### config.mk
export PLATFORM = sky130hd
export DESIGN_NAME = mem_access_unit
export DESIGN_NICKNAME = d
export VERILOG_FILES = /design/src/rtl/mem_access_unit.sv
export SDC_FILE = /design/constraint.sdc
export NUM_CORES = 1
export LEC_CHECK = 0
export CORE_MARGIN = 8
export CORE_UTILIZATION = 35
export CTS_BUF_LIST = sky130_fd_sc_hd__clkbuf_4 sky130_fd_sc_hd__clkbuf_8
export CTS_CLUSTER_DIAMETER = 40
export DETAILED_ROUTE_END_ITERATION = 10
export HOLD_SLACK_MARGIN = 0.05
export PLACE_DENSITY = 0.7
export SLEW_MARGIN = 10
export SYNTH_ARGS = -nofsm -noshare
export SYNTH_HDL_FRONTEND = slang
export SYNTH_SLANG_ARGS = --single-unit
### constraint.sdc
create_clock -name mau_clk -period 4.6 [get_ports mau_clk]
set_input_delay 0.69 -clock mau_clk [delete_from_list [all_inputs] [get_ports mau_clk]]
set_output_delay 0.69 -clock mau_clk [all_outputs]
set_load 0.05 [all_outputs]
### src/rtl/mem_access_unit.sv
// mem_access_unit: turns byte/halfword/word load and store requests into accesses on a
// word-wide memory port. Sub-word stores use a read-modify-write; loads extract and extend.
//
// Ports:
//   mau_clk, mau_rst                   clock, synchronous active-high reset
//   mau_req_valid / mau_req_ready      request handshake
//   mau_req_write/size/signed/addr/wdata  request fields (store data right-aligned)
//   mau_resp_valid/rdata/err           one-cycle completion pulse with load data / error flag
//   mau_mem_MemRead/MemWrite           word-memory read and write enables
//   mau_mem_address/Write              word-aligned address and full write word
//   mau_mem_Read                       combinational read data from memory
module mem_access_unit #(
    parameter int unsigned ADDR_LIMIT = 4096
) (
    input  logic        mau_clk,
    input  logic        mau_rst,
    input  logic        mau_req_valid,
    output logic        mau_req_ready,
    input  logic        mau_req_write,
    input  logic [1:0]  mau_req_size,
    input  logic        mau_req_signed,
    input  logic [31:0] mau_req_addr,
    input  logic [31:0] mau_req_wdata,
    output logic        mau_resp_valid,
    output logic [31:0] mau_resp_rdata,
    output logic        mau_resp_err,
    output logic        mau_mem_MemRead,
    output logic        mau_mem_MemWrite,
    output logic [31:0] mau_mem_address,
    output logic [31:0] mau_mem_Write,
    input  logic [31:0] mau_mem_Read
);

    localparam logic [1:0] StIdle = 2'd0;
    localparam logic [1:0] StRd   = 2'd1;
    localparam logic [1:0] StWr   = 2'd2;
    localparam logic [1:0] StResp = 2'd3;

    localparam logic [1:0] SizeByte = 2'b00;
    localparam logic [1:0] SizeHalf = 2'b01;
    localparam logic [1:0] SizeWord = 2'b10;

    logic [1:0]  state_q, state_d;
    logic        write_q, write_d;
    logic [1:0]  size_q, size_d;
    logic        signed_q, signed_d;
    logic [31:0] addr_q, addr_d;
    logic [31:0] wdata_q, wdata_d;
    logic [31:0] word_q, word_d;       // merged word for a sub-word store
    logic        resp_valid_q, resp_valid_d;
    logic        resp_err_q, resp_err_d;
    logic [31:0] resp_rdata_q, resp_rdata_d;

    logic        req_err;
    logic [7:0]  rd_byte;
    logic [15:0] rd_half;
    logic [31:0] load_data;
    logic [31:0] merged;

    // Request legality: bad size, misalignment, or out of range.
    always_comb begin
        req_err = 1'b0;
        case (mau_req_size)
            SizeHalf: req_err = mau_req_addr[0];
            SizeWord: req_err = (mau_req_addr[1:0] != 2'b00);
            SizeByte: req_err = 1'b0;
            default:  req_err = 1'b1;
        endcase
        if (mau_req_addr >= 32'(ADDR_LIMIT)) begin
            req_err = 1'b1;
        end
    end

    // Load extraction and store lane merge, both working on the word read in RD.
    always_comb begin
        rd_byte = mau_mem_Read[{addr_q[1:0], 3'b000} +: 8];
        rd_half = addr_q[1] ? mau_mem_Read[31:16] : mau_mem_Read[15:0];
        case (size_q)
            SizeByte: load_data = {{24{signed_q & rd_byte[7]}}, rd_byte};
            SizeHalf: load_data = {{16{signed_q & rd_half[15]}}, rd_half};
            default:  load_data = mau_mem_Read;
        endcase
        merged = mau_mem_Read;
        if (size_q == SizeByte) begin
            merged[{addr_q[1:0], 3'b000} +: 8] = wdata_q[7:0];
        end else begin
            merged[{addr_q[1], 4'b0000} +: 16] = wdata_q[15:0];
        end
    end

    always_comb begin
        state_d      = state_q;
        write_d      = write_q;
        size_d       = size_q;
        signed_d     = signed_q;
        addr_d       = addr_q;
        wdata_d      = wdata_q;
        word_d       = word_q;
        resp_valid_d = 1'b0;
        resp_err_d   = 1'b0;
        resp_rdata_d = 32'h0;
        case (state_q)
            StIdle: begin
                if (mau_req_valid) begin
                    write_d  = mau_req_write;
                    size_d   = mau_req_size;
                    signed_d = mau_req_signed;
                    addr_d   = mau_req_addr;
                    wdata_d  = mau_req_wdata;
                    if (req_err) begin
                        state_d      = StResp;
                        resp_valid_d = 1'b1;
                        resp_err_d   = 1'b1;
                    end else if (mau_req_write && (mau_req_size == SizeWord)) begin
                        state_d = StWr;
                    end else begin
                        state_d = StRd;
                    end
                end
            end
            StRd: begin
                if (write_q) begin
                    word_d  = merged;
                    state_d = StWr;
                end else begin
                    resp_valid_d = 1'b1;
                    resp_rdata_d = load_data;
                    state_d      = StResp;
                end
            end
            StWr: begin
                resp_valid_d = 1'b1;
                state_d      = StResp;
            end
            default: begin
                state_d = StIdle;
            end
        endcase
    end

    always_ff @(posedge mau_clk) begin
        if (mau_rst) begin
            state_q      <= StIdle;
            write_q      <= 1'b0;
            size_q       <= 2'b00;
            signed_q     <= 1'b0;
            addr_q       <= 32'h0;
            wdata_q      <= 32'h0;
            word_q       <= 32'h0;
            resp_valid_q <= 1'b0;
            resp_err_q   <= 1'b0;
            resp_rdata_q <= 32'h0;
        end else begin
            state_q      <= state_d;
            write_q      <= write_d;
            size_q       <= size_d;
            signed_q     <= signed_d;
            addr_q       <= addr_d;
            wdata_q      <= wdata_d;
            word_q       <= word_d;
            resp_valid_q <= resp_valid_d;
            resp_err_q   <= resp_err_d;
            resp_rdata_q <= resp_rdata_d;
        end
    end

    // Memory-side outputs are gated by reset so an in-flight WR never writes.
    always_comb begin
        mau_req_ready    = (state_q == StIdle) && !mau_rst;
        mau_mem_MemRead  = (state_q == StRd) && !mau_rst;
        mau_mem_MemWrite = (state_q == StWr) && !mau_rst;
        mau_mem_address  = 32'h0;
        mau_mem_Write    = 32'h0;
        if (((state_q == StRd) || (state_q == StWr)) && !mau_rst) begin
            mau_mem_address = {addr_q[31:2], 2'b00};
        end
        if ((state_q == StWr) && !mau_rst) begin
            mau_mem_Write = (size_q == SizeWord) ? wdata_q : word_q;
        end
    end

    assign mau_resp_valid = resp_valid_q;
    assign mau_resp_err   = resp_err_q;
    assign mau_resp_rdata = resp_rdata_q;

endmodule

# Yosys cells after proc, flatten, opt, wreduce, memory -nomap -nowiden
# Index checks and enable logic that the tools add are counted.
dict set report totals {
  elab_cells 63
  out_inout_bits 101
  input_bits 103
  register_bits 136
}
dict set report op_classes {
  n_mux 19
  bitwise 4
  eq_ne 7
  reduce_logical 15
  shift 5
  n_addsub 2
  order_cmp 1
}
# cell count
set op_table {}
lappend op_table {{32-bit two-way mux} 4}
lappend op_table {{32-bit bitwise mux} 2}
lappend op_table {{32-bit one-hot mux with 2 select lines} 1}
lappend op_table {{32-bit by 13-bit greater-or-equal comparator with 1-bit output, second input constant} 1}
lappend op_table {{16-bit by 7-bit variable shift with 32-bit output, first input constant} 1}
lappend op_table {{8-bit by 7-bit variable shift with 32-bit output, first input constant} 1}
lappend op_table {{16-bit by 7-bit indexed part select with 32-bit output} 1}
lappend op_table {{32-bit by 6-bit indexed part select with 8-bit output} 1}
lappend op_table {{8-bit by 7-bit indexed part select with 32-bit output} 1}
lappend op_table {{16-bit two-way mux} 1}
lappend op_table {{5-bit negation with 7-bit output} 2}
lappend op_table {{2-bit by 1-bit equality test with 1-bit output, second input constant} 3}
lappend op_table {{2-bit equality test, second input constant} 3}
lappend op_table {{2-bit logical NOT} 3}
lappend op_table {{2-bit two-way mux} 3}
lappend op_table {{1-bit one-hot mux with 3 select lines} 2}
lappend op_table {{2-bit one-hot mux with 3 select lines} 1}
lappend op_table {{1-bit logical AND} 5}
lappend op_table {{1-bit two-way mux} 5}
lappend op_table {{2-bit AND reduction} 2}
lappend op_table {{3-bit OR reduction} 1}
lappend op_table {{1-bit AND} 2}
lappend op_table {{2-bit != test, second input constant} 1}
lappend op_table {{1-bit inverter} 2}
lappend op_table {{other kinds (4)} 4}

# Longest topological paths before layout
# Gate-level depths: netlist (run 1).
dict set report depth {
  word_depth 6
  mapped_depth 8
  depth_no_buf 6
}

# Least setup slack after synthesis (run 1)
# Ideal clock, no wire load.
dict set report synth_path {
  path_kind {input -> output}
  startpoint {in mau_rst}
  endpoint {out mau_mem_Write[22]}
  cell_stages 5
  path_slack_ns 1.829
  arrival_ns 2.081
  required_time_ns 3.910
  n_path_buf 3
  path_cell_list {buf_2 -> nand2b_1 -> clkbuf_1 -> clkbuf_1 -> a21oi_1}
}
dict set report synth_via {
  elab_chain_len 3
}
# item line_no
set synth_lines {}
lappend synth_lines {{start, declared} 16} ;# input logic mau_rst,
lappend synth_lines {{1-bit logical NOT} 177} ;# if ((state_q == StWr) && !mau_rst) begin
lappend synth_lines {{1-bit logical AND} 177}
lappend synth_lines {{32-bit two-way mux} 177}
lappend synth_lines {{end, declared} 30} ;# output logic [31:0] mau_mem_Write,
# No other way between the ends.

# Final worst setup path (run 1)
dict set report layout_path {
  startpoint {reg size_q[0]}
  endpoint {out mau_mem_Write[1]}
}
dict set report layout_via {
  elab_chain_len 3
}
# item line_no
set layout_lines {}
lappend layout_lines {{start, declared} 45} ;# logic [1:0] size_q, size_d;
lappend layout_lines {{start signal, assigned} 156} ;# size_q <= size_d;
lappend layout_lines {{2-bit equality test} 178} ;# mau_mem_Write = (size_q == SizeWord) ? wdata_q : word_q;
lappend layout_lines {{32-bit two-way mux} 178}
lappend layout_lines {{32-bit two-way mux} 177}
# No other way between the ends.

==> results_dict.tcl, run 1 <==
set metrics [dict create \
    slowest_stage "clkdlybuf4s50_1" \
    min_period_ps 3670 \
    path_class "reg -> out" \
    hold_class "reg -> reg" \
    clk_latency_ps 460 \
    yosysWarnings 0 \
    holdWs_ps 452 \
    cp_max_fo 19 \
    clkTransAtPathRegs_ps 70 \
    die_h_um 153 \
    grt_pass1_wl_um 35200 \
    power_per_cell_area_nw_per_um2 447 \
    preCtsSetupSlack_ps 1400 \
    final-setup-viol-count 0 \
    postCtsResizedCells 0 \
    max_stage_delay_ps 830 \
    cts_num_sinks 136 \
    finalNetCount 1118 \
    dr_wl_met3_um 2090 \
    drt_first_pass_iters 6 \
    drt-met1-wl_um 9750 \
    dp_hpwl_um 16600 \
    routed.top_layer "met4" \
    layout-drive-gt1-share_pct 6.87 \
    ys_top_cells_by_area "dfxtp_1 41%, nand2_1 14%, a21oi_1 10%" \
    synth_seq_cells 136 \
    synth_top_area_cell "dfxtp_1" \
    overflow 0 \
    n_antenna_cell 0 \
    cp_data_required_time_ps 3910 \
    numCtsBuffers 17 \
    min_from "addr_q[24]" \
    post_cts_buffers 0 \
    critPathBufInv 2 \
    timing.setup.tns_ps 0 \
    leakagePower_nw 3.19 \
    dieArea_sq_um 23500 \
    end_kind "primary output" \
    relSlewSlack_pct 32.1 \
    cts.path.max_buffers 2 \
    ff2ff_path_depth 7 \
    root_buffer "clkbuf_8" \
    track_usage_pct 18.9 \
    critPathLaunchType "flip-flop" \
    grt_max_degree 94 \
    drt_iter0_drc 593 \
    hold_viol 0 \
    synth.avg_cell_area_sq_um 7.78 \
    r2r-start "addr_q[1]" \
    crit_family "buffers and inverters" \
    max-vdd-ir-drop_mv 0.264 \
    post-route-period-util_pct 79.7 \
    synth_top_area_share_pct 41.3 \
    fmax_mhz 273 \
    cts_max_level 4 \
    fill_cells 1781 \
    layoutNonFillerInstCount 1253 \
    setup_slack_ps 935 \
    cts_hold_buf 0 \
    r2r_end "word_q[29]" \
    vias 6565 \
    die_w_um 153 \
    routedWlPerCell_um 17.9 \
    cts_tree "done" \
    drc 0 \
    io_pins 204 \
    finClkSkew_ps 21.8 \
    antenna_found_initial 0 \
    drt_wl_total_um 22500 \
    crit_chain "nor2b_2, buf_4, nand2_1, a21oi_1, clkdlybuf4s50_1" \
    seq_area_frac_synth_pct 41.3 \
    worst_slew_pin_slew_ps 1020 \
    postRouteAntennaNets 0 \
    gp_congestion 0.862 \
    min_to "addr_q[24]" \
    whs_path_depth 2 \
    rsz0062_at_grt "no" \
    rows 50 \
    area_growth_syn_to_layout_pct 38.4 \
    port_buffers 201 \
    synth_ff_type "dfxtp_1" \
    wl_met2_um 10200 \
    initial_core_util_pct 35.5 \
    final_max_slew_viol_count 0 \
    synth_edf_count 0 \
    core_sq_um 18600 \
    cap_violations 0 \
    power_mw 4.08 \
    netlist_instances 847 \
    arrival_ps 2980 \
    ff2ff_setup_slack_ps 1670 \
    startpoint "size_q[0]" \
    grt_pass1_vias 6383 \
    routed_via_density 5.24 \
    ys_async_sr_fraction_pct 0 \
    synth_cell_types 49 \
    syn_area_sq_um 6590 \
    dp.cells 1221 \
    status "completed" \
]
worst reg2reg max path, stage by stage, from the launching register on:
cell	delay (ps)
dfxtp_2	310
buf_4	450
inv_1	290
ha_1	390
nor4bb_2	780
a221oi_1	180
a211o_1	330
a21oi_1	120
synth_stat cells, drive strengths merged, types with 2 or more instances:
| master | instances |
|---|---|
| nand2 | 245 |
| nand2b | 11 |
| clkbuf | 49 |
| and3 | 5 |
| dfxtp | 136 |
| o311a | 7 |
| buf | 24 |
| a21o | 2 |
| nor4 | 5 |
| mux2i | 25 |
| nor2b | 13 |
| and2 | 33 |
| a221oi | 33 |
| a211o | 17 |
| o221a | 2 |
| ha | 9 |
| o21ai | 4 |
| o21bai | 5 |
| inv | 8 |
| or3 | 2 |
| nor3 | 20 |
| nor2 | 29 |
| a21oi | 144 |
| nand3b | 2 |
kinds of logic after synthesis:
family,synth area share (%)
AND/OR/NAND/NOR,25.0
AO/OA/AOI/OAI,22.2
flip-flops,41.3
buffers and inverters,5.62
multiplexers,4.03
adder cells (fa/ha/maj),1.71
other,0.0569
routing by layer:
layer  vias up  GRT usage, %
met1      3025          24.1
li1       3220             -
met3        34          6.65
met2       286          28.8
met4         0          6.79
met5         -             0
cells in the final DEF, fill, tap and decap left out, types with 11 or more instances in the layout:
cell type | netlist | final
buf_4 | 3 | 12
nand2b_1 | 11 | 11
a21oi_1 | 134 | 134
dfxtp_1 | 136 | 135
nand2_1 | 245 | 244
clkdlybuf4s50_1 | 0 | 200
nor2_1 | 28 | 28
a221oi_1 | 33 | 33
clkbuf_8 | 0 | 18
and2_1 | 33 | 32
mux2i_1 | 25 | 25
nor3_1 | 20 | 20
a211o_1 | 17 | 17
nor2b_1 | 13 | 12
area by class of cell:
class	count	area (sq um)	area share [%]
clock inverter	13	215	2.36
sequential	136	2720	29.9
multi-input combinational	631	3510	38.5
timing repair buffer	212	2090	22.9
clock buffer	19	255	2.80
tap	234	293	3.21
inverter	8	30.0	0.329
where the power goes:
group / switching [mW] / total [mW] / internal (mW)
sequential: 0.124 / 1.46 / 1.34
combinational: 0.939 / 1.44 / 0.498
clock: 0.503 / 1.18 / 0.674
how the worst max path moves through the flow:
| stage | to | cells after the start |
|---|---|---|
| after floorplan | mau_mem_Write[22] | 5 |
| after global placement | mau_mem_Write[1] | 5 |
| after detailed placement | mau_mem_Write[1] | 5 |
| after CTS | mau_mem_Write[1] | 5 |
| after global routing | mau_mem_Write[3] | 5 |
| final | mau_mem_Write[1] | 5 |
flip-flops by register name (all words and copies together) (netlist names):
name and flops:
word_q 32, mau_resp_valid 1, addr_q 32, wdata_q 32, mau_resp_err 1, signed_q 1
mau_resp_rdata 32, state_q 2, size_q 2, write_q 1
through the flow:
step	area, sq um	util (%)
after global routing	9120	49.1
final	9120	49.1
after detailed placement	8640	46.5
after CTS	9110	49.1
after floorplan	6590	-
after global placement	8640	46.5
Power figures use the tool's default switching activity.
==> inputs of run 2 (changes only) <==
clock period = 3.7 ns   (was 4.6 ns; I/O delays follow)
==> results_dict.tcl, run 2 (same netlist as run 1, synthesis figures left out) <==
set metrics [dict create \
    die_w_um 153 \
    postCtsResizedCells 0 \
    cts_max_level 4 \
    cp-endpoint "mau_mem_Write[27]" \
    max-vdd-ir-drop_mv 0.277 \
    layout-drive-gt1-share_pct 12.9 \
    slowest_stage "dfxtp_1" \
    power_mw 4.93 \
    timing.setup.tns_ps 0 \
    rsz0062_at_grt "no" \
    cp_max_fo 19 \
    ff2ff_setup_slack_ps 1410 \
    overflow 0 \
    fill_cells 1791 \
    grt_max_degree 79 \
    place_area_sq_um 8870 \
    final_cell_mix "244 x nand2_1, 137 x clkdlybuf4s50_1, 135 x dfxtp_1" \
    end_kind "primary output" \
    fin_area_sq_um 9270 \
    dp_hpwl_um 16500 \
    leakagePower_nw 3.37 \
    cts.path.max_buffers 2 \
    cts_tree "done" \
    relSlewSlack_pct 29.2 \
    crit_chain "nand2b_1, buf_4, nand2_1, a21oi_1, buf_4" \
    hold_class "reg -> reg" \
    grt_pass1_vias 6238 \
    startpoint "size_q[0]" \
    status "completed" \
    hold_viol 0 \
    cts_num_sinks 136 \
    post-route-period-util_pct 84.3 \
    drt_wl_total_um 22600 \
    cp_data_required_time_ps 3140 \
    cap_violations 0 \
    drt_first_pass_iters 6 \
    n_antenna_cell 0 \
    final_max_slew_viol_count 0 \
    root_buffer "clkbuf_8" \
    r2r-start "size_q[1]" \
    cp_common_cell "buf_4" \
    antenna_found_initial 2 \
    gp_congestion 0.855 \
    cts_hold_buf 0 \
    post_cts_buffers 0 \
    routedWlPerCell_um 18.1 \
    core_sq_um 18600 \
    fmax_mhz 321 \
    vias 6565 \
    arrival_ps 2560 \
    clk_latency_ps 450 \
    finClkSkew_ps 10.6 \
    post-route-util_pct 49.9 \
    max_stage_delay_ps 660 \
    die_h_um 153 \
    critPathLaunchType "flip-flop" \
    postRouteAntennaNets 0 \
    drc 0 \
    rows 50 \
    clkTransAtPathRegs_ps 70 \
    r2r_end "word_q[26]" \
    worst_slew_pin_slew_ps 1060 \
    io_pins 204 \
    drt_iter0_drc 690 \
    final-setup-viol-count 0 \
    finalNetCount 1118 \
    track_usage_pct 18.8 \
    port_buffers 201 \
    dieArea_sq_um 23500 \
    path_class "reg -> out" \
    routed_via_density 5.24 \
    power_per_cell_area_nw_per_um2 532 \
    final_common_cell "nand2_1" \
    initial_core_util_pct 35.5 \
    min_period_ps 3120 \
    area_growth_syn_to_layout_pct 40.7 \
    ff2ff_path_depth 5 \
    grt_pass1_wl_um 34900 \
    numCtsBuffers 17 \
]
[run 2: cell types whose count changed in the layout (fill, tap and decap cells not counted), sizes merged]
cell           change
buf               +63
clkdlybuf4s50     -63
clkbuf             +4
inv                -4
bufinv             -3
clkinv             +2
[run 2: per-stage QoR]
step | std cells | hold WS [ps] | setup WS [ps]
detailed placement | 1221 | 442 | 1060
finish | 1252 | 450 | 581
global placement | 1221 | 438 | 1140
floorplan | 848 | 432 | 1200
CTS | 1252 | 453 | 550
global route | 1252 | 468 | 400
[run 2: power by group]
group / internal, mW / leakage [nW] / total, mW / switching [mW]
Clock: 0.668 / 0.206 / 1.24 / 0.573
Combinational: 0.681 / 2.06 / 1.86 / 1.18
Sequential: 1.67 / 1.11 / 1.83 / 0.161
[run 2: layout make-up]
class                   count  area (sq um)  share of cell area (%)
clock buffers              23           298                    3.21
inverters                   8          30.0                   0.324
multi-input cells         631          3510                    37.8
flip-flops and latches    136          2720                    29.4
well taps                 234           293                    3.16
clock inverters             8          96.3                    1.04
repair buffers            212          2320                    25.1
[run 2: how the worst min path moves through the flow]
stage | from | end | slack (ps) | depth (start not counted)
CTS | addr_q[29] | addr_q[29] | 450 | 2
global placement | addr_q[3] | addr_q[3] | 440 | 2
finish | addr_q[19] | addr_q[19] | 450 | 2
global route | addr_q[18] | addr_q[18] | 470 | 2
detailed placement | addr_q[25] | addr_q[25] | 440 | 2
floorplan | addr_q[10] | addr_q[10] | 430 | 2
[run 2: metal layers]
| layer | track usage, % | vias to the layer above | share of wire, % |
|---|---|---|---|
| met4 | 6.88 | 4 | 2.2 |
| met5 | 0 | - | 0.10 |
| met2 | 29.0 | 259 | 45 |
| met3 | 5.33 | 42 | 7.4 |
| met1 | 24.5 | 3047 | 45 |
| li1 | - | 3213 | - |
[run 2: worst max-delay path: cells and delay by family, from the launching register on]
| family | cells | cell delay (ps) |
|---|---|---|
| flip-flops | 1 | 660 |
| buffers and inverters | 2 | 580 |
| AND/OR/NAND/NOR | 2 | 700 |
| AO/OA/AOI/OAI | 1 | 170 |
==> inputs of run 3 (changes only) <==
PLACE_DENSITY = 0.72   (was 0.7)
clock period = 2.7 ns   (was 3.7 ns; I/O delays follow)
==> results_dict.tcl, run 3 (same netlist as run 1, synthesis figures left out) <==
set metrics [dict create \
    drc 0 \
    cp_data_required_time_ps 2300 \
    clk_latency_ps 460 \
    grt_use_met1_pct 23.7 \
    rsz0062_at_grt "no" \
    fmax_mhz 396 \
    dp_hpwl_um 16900 \
    grtUsageMet3_pct 5.50 \
    max_stage_delay_ps 820 \
    regArea_sq_um 2720 \
    max-vdd-ir-drop_mv 0.381 \
    layoutNonFillerInstCount 1266 \
    end_kind "primary output" \
    power_per_cell_area_nw_per_um2 732 \
    gp_congestion 0.886 \
    grt_max_degree 69 \
    finClkSkew_ps 19.0 \
    track_usage_pct 18.8 \
    final-setup-viol-count 0 \
    cap_violations 0 \
    post-route-util_pct 50.5 \
    core_sq_um 18600 \
    rows 50 \
    ff2ff_path_depth 7 \
    grt_pass1_vias 6323 \
    port_buffers 201 \
    min_from "mau_rst" \
    drt_wl_total_um 22700 \
    cts_tree "done" \
    ff2ff_setup_slack_ps 650 \
    crit_chain "inv_1, ha_1, nor2b_1, clkdlybuf4s50_1" \
    hold_class "in -> reg" \
    vias 6658 \
    drt_iter0_drc 569 \
    slowest_stage "clkdlybuf4s50_1" \
    relSlewSlack_pct 49.0 \
    io_pins 204 \
    final_max_slew_viol_count 0 \
    numCtsBuffers 17 \
    area_growth_syn_to_layout_pct 42.5 \
    worst_slew_pin_slew_ps 744 \
    routedWlPerCell_um 17.9 \
    multiInputGateArea_sq_um 3510 \
    top_usage_layer "met2" \
    timing.setup.tns_ps 0 \
    dp.cells 1233 \
    preCtsSetupSlack_ps 531 \
    r2r-start "addr_q[1]" \
    routed_via_density 5.26 \
    dieArea_sq_um 23500 \
    postRouteAntennaNets 0 \
    final_cell_mix "244 x nand2_1, 136 x clkdlybuf4s50_1, 135 x dfxtp_1" \
    grt_pass1_wl_um 35300 \
    cts_num_sinks 136 \
    final_common_cell "nand2_1" \
    drt_first_pass_iters 6 \
    cts.path.max_buffers 2 \
    cts_max_level 4 \
    die_h_um 153 \
    clkTransAtPathRegs_ps 90 \
    path_class "reg -> out" \
    critPathLaunchType "flip-flop" \
    cp_max_fo 5 \
    crit_family "buffers and inverters" \
    setup_slack_ps 176 \
    initial_core_util_pct 35.5 \
    arrival_ps 2120 \
    critPathBufInv 2 \
    gr-usage-met2_pct 29.8 \
    hold_viol 0 \
    layout-drive-gt1-share_pct 14.2 \
    die_w_um 153 \
    r2r_end "word_q[31]" \
    fill_cells 1758 \
    min_to "word_q[0]" \
    overflow 0 \
    root_buffer "clkbuf_8" \
    min_period_ps 2520 \
    post-route-period-util_pct 93.5 \
    status "completed" \
    antenna_found_initial 1 \
    leakagePower_nw 3.43 \
    cts_hold_buf 0 \
    whs_path_depth 2 \
    finalNetCount 1130 \
]
## run 3: layout make-up
type / count / area share, %
multi-input combinational: 631 / 37.4
sequential: 136 / 29.0
timing repair buffer: 224 / 25.8
tap: 234 / 3.12
clock buffer: 18 / 2.64
clock inverter: 14 / 1.72
inverter: 8 / 0.320
antenna: 1 / 0.0267
## run 3: power breakdown
| group | internal [mW] | leakage (nW) | switching [mW] |
|---|---|---|---|
| Combinational | 0.987 | 2.13 | 1.65 |
| Sequential | 2.28 | 1.11 | 0.201 |
| Clock | 0.866 | 0.198 | 0.890 |
## run 3: how the worst max path moves through the flow
| stage | slack, ps | endpoint | startpoint | depth (start not counted) |
|---|---|---|---|---|
| after floorplan | 430 | mau_mem_Write[10] | size_q[0] | 6 |
| after CTS | 30 | mau_mem_Write[27] | state_q[0] | 6 |
| after global placement | 570 | mau_mem_Write[27] | mau_rst | 5 |
| after detailed placement | 530 | mau_mem_Write[27] | mau_rst | 5 |
| final | 180 | mau_req_ready | state_q[0] | 4 |
| after global routing | 100 | mau_mem_address[27] | state_q[0] | 6 |
## run 3: metrics by stage
step	power [mW]	cell area (sq um)	hold WS, ps
global placement	5.13	8970	437
floorplan	4.22	6590	432
global route	7.27	9390	213
detailed placement	5.17	8970	442
finish	6.88	9390	229
CTS	6.92	9380	215
## run 3: what timing repair did
item,CTS,global route
gates resized for setup,0,1
buffers inserted,0,0
endpoints found under the hold margin,0,0
setup endpoints to repair,0,22
## run 3: routing by layer
layer / wire length (um) / share of wire (%) / vias up
li1: - / - / 3248
met1: 9840 / 43 / 3081
met2: 10500 / 46 / 280
met3: 1760 / 7.8 / 49
met4: 617 / 2.7 / 0
met5: 0 / 0 / -
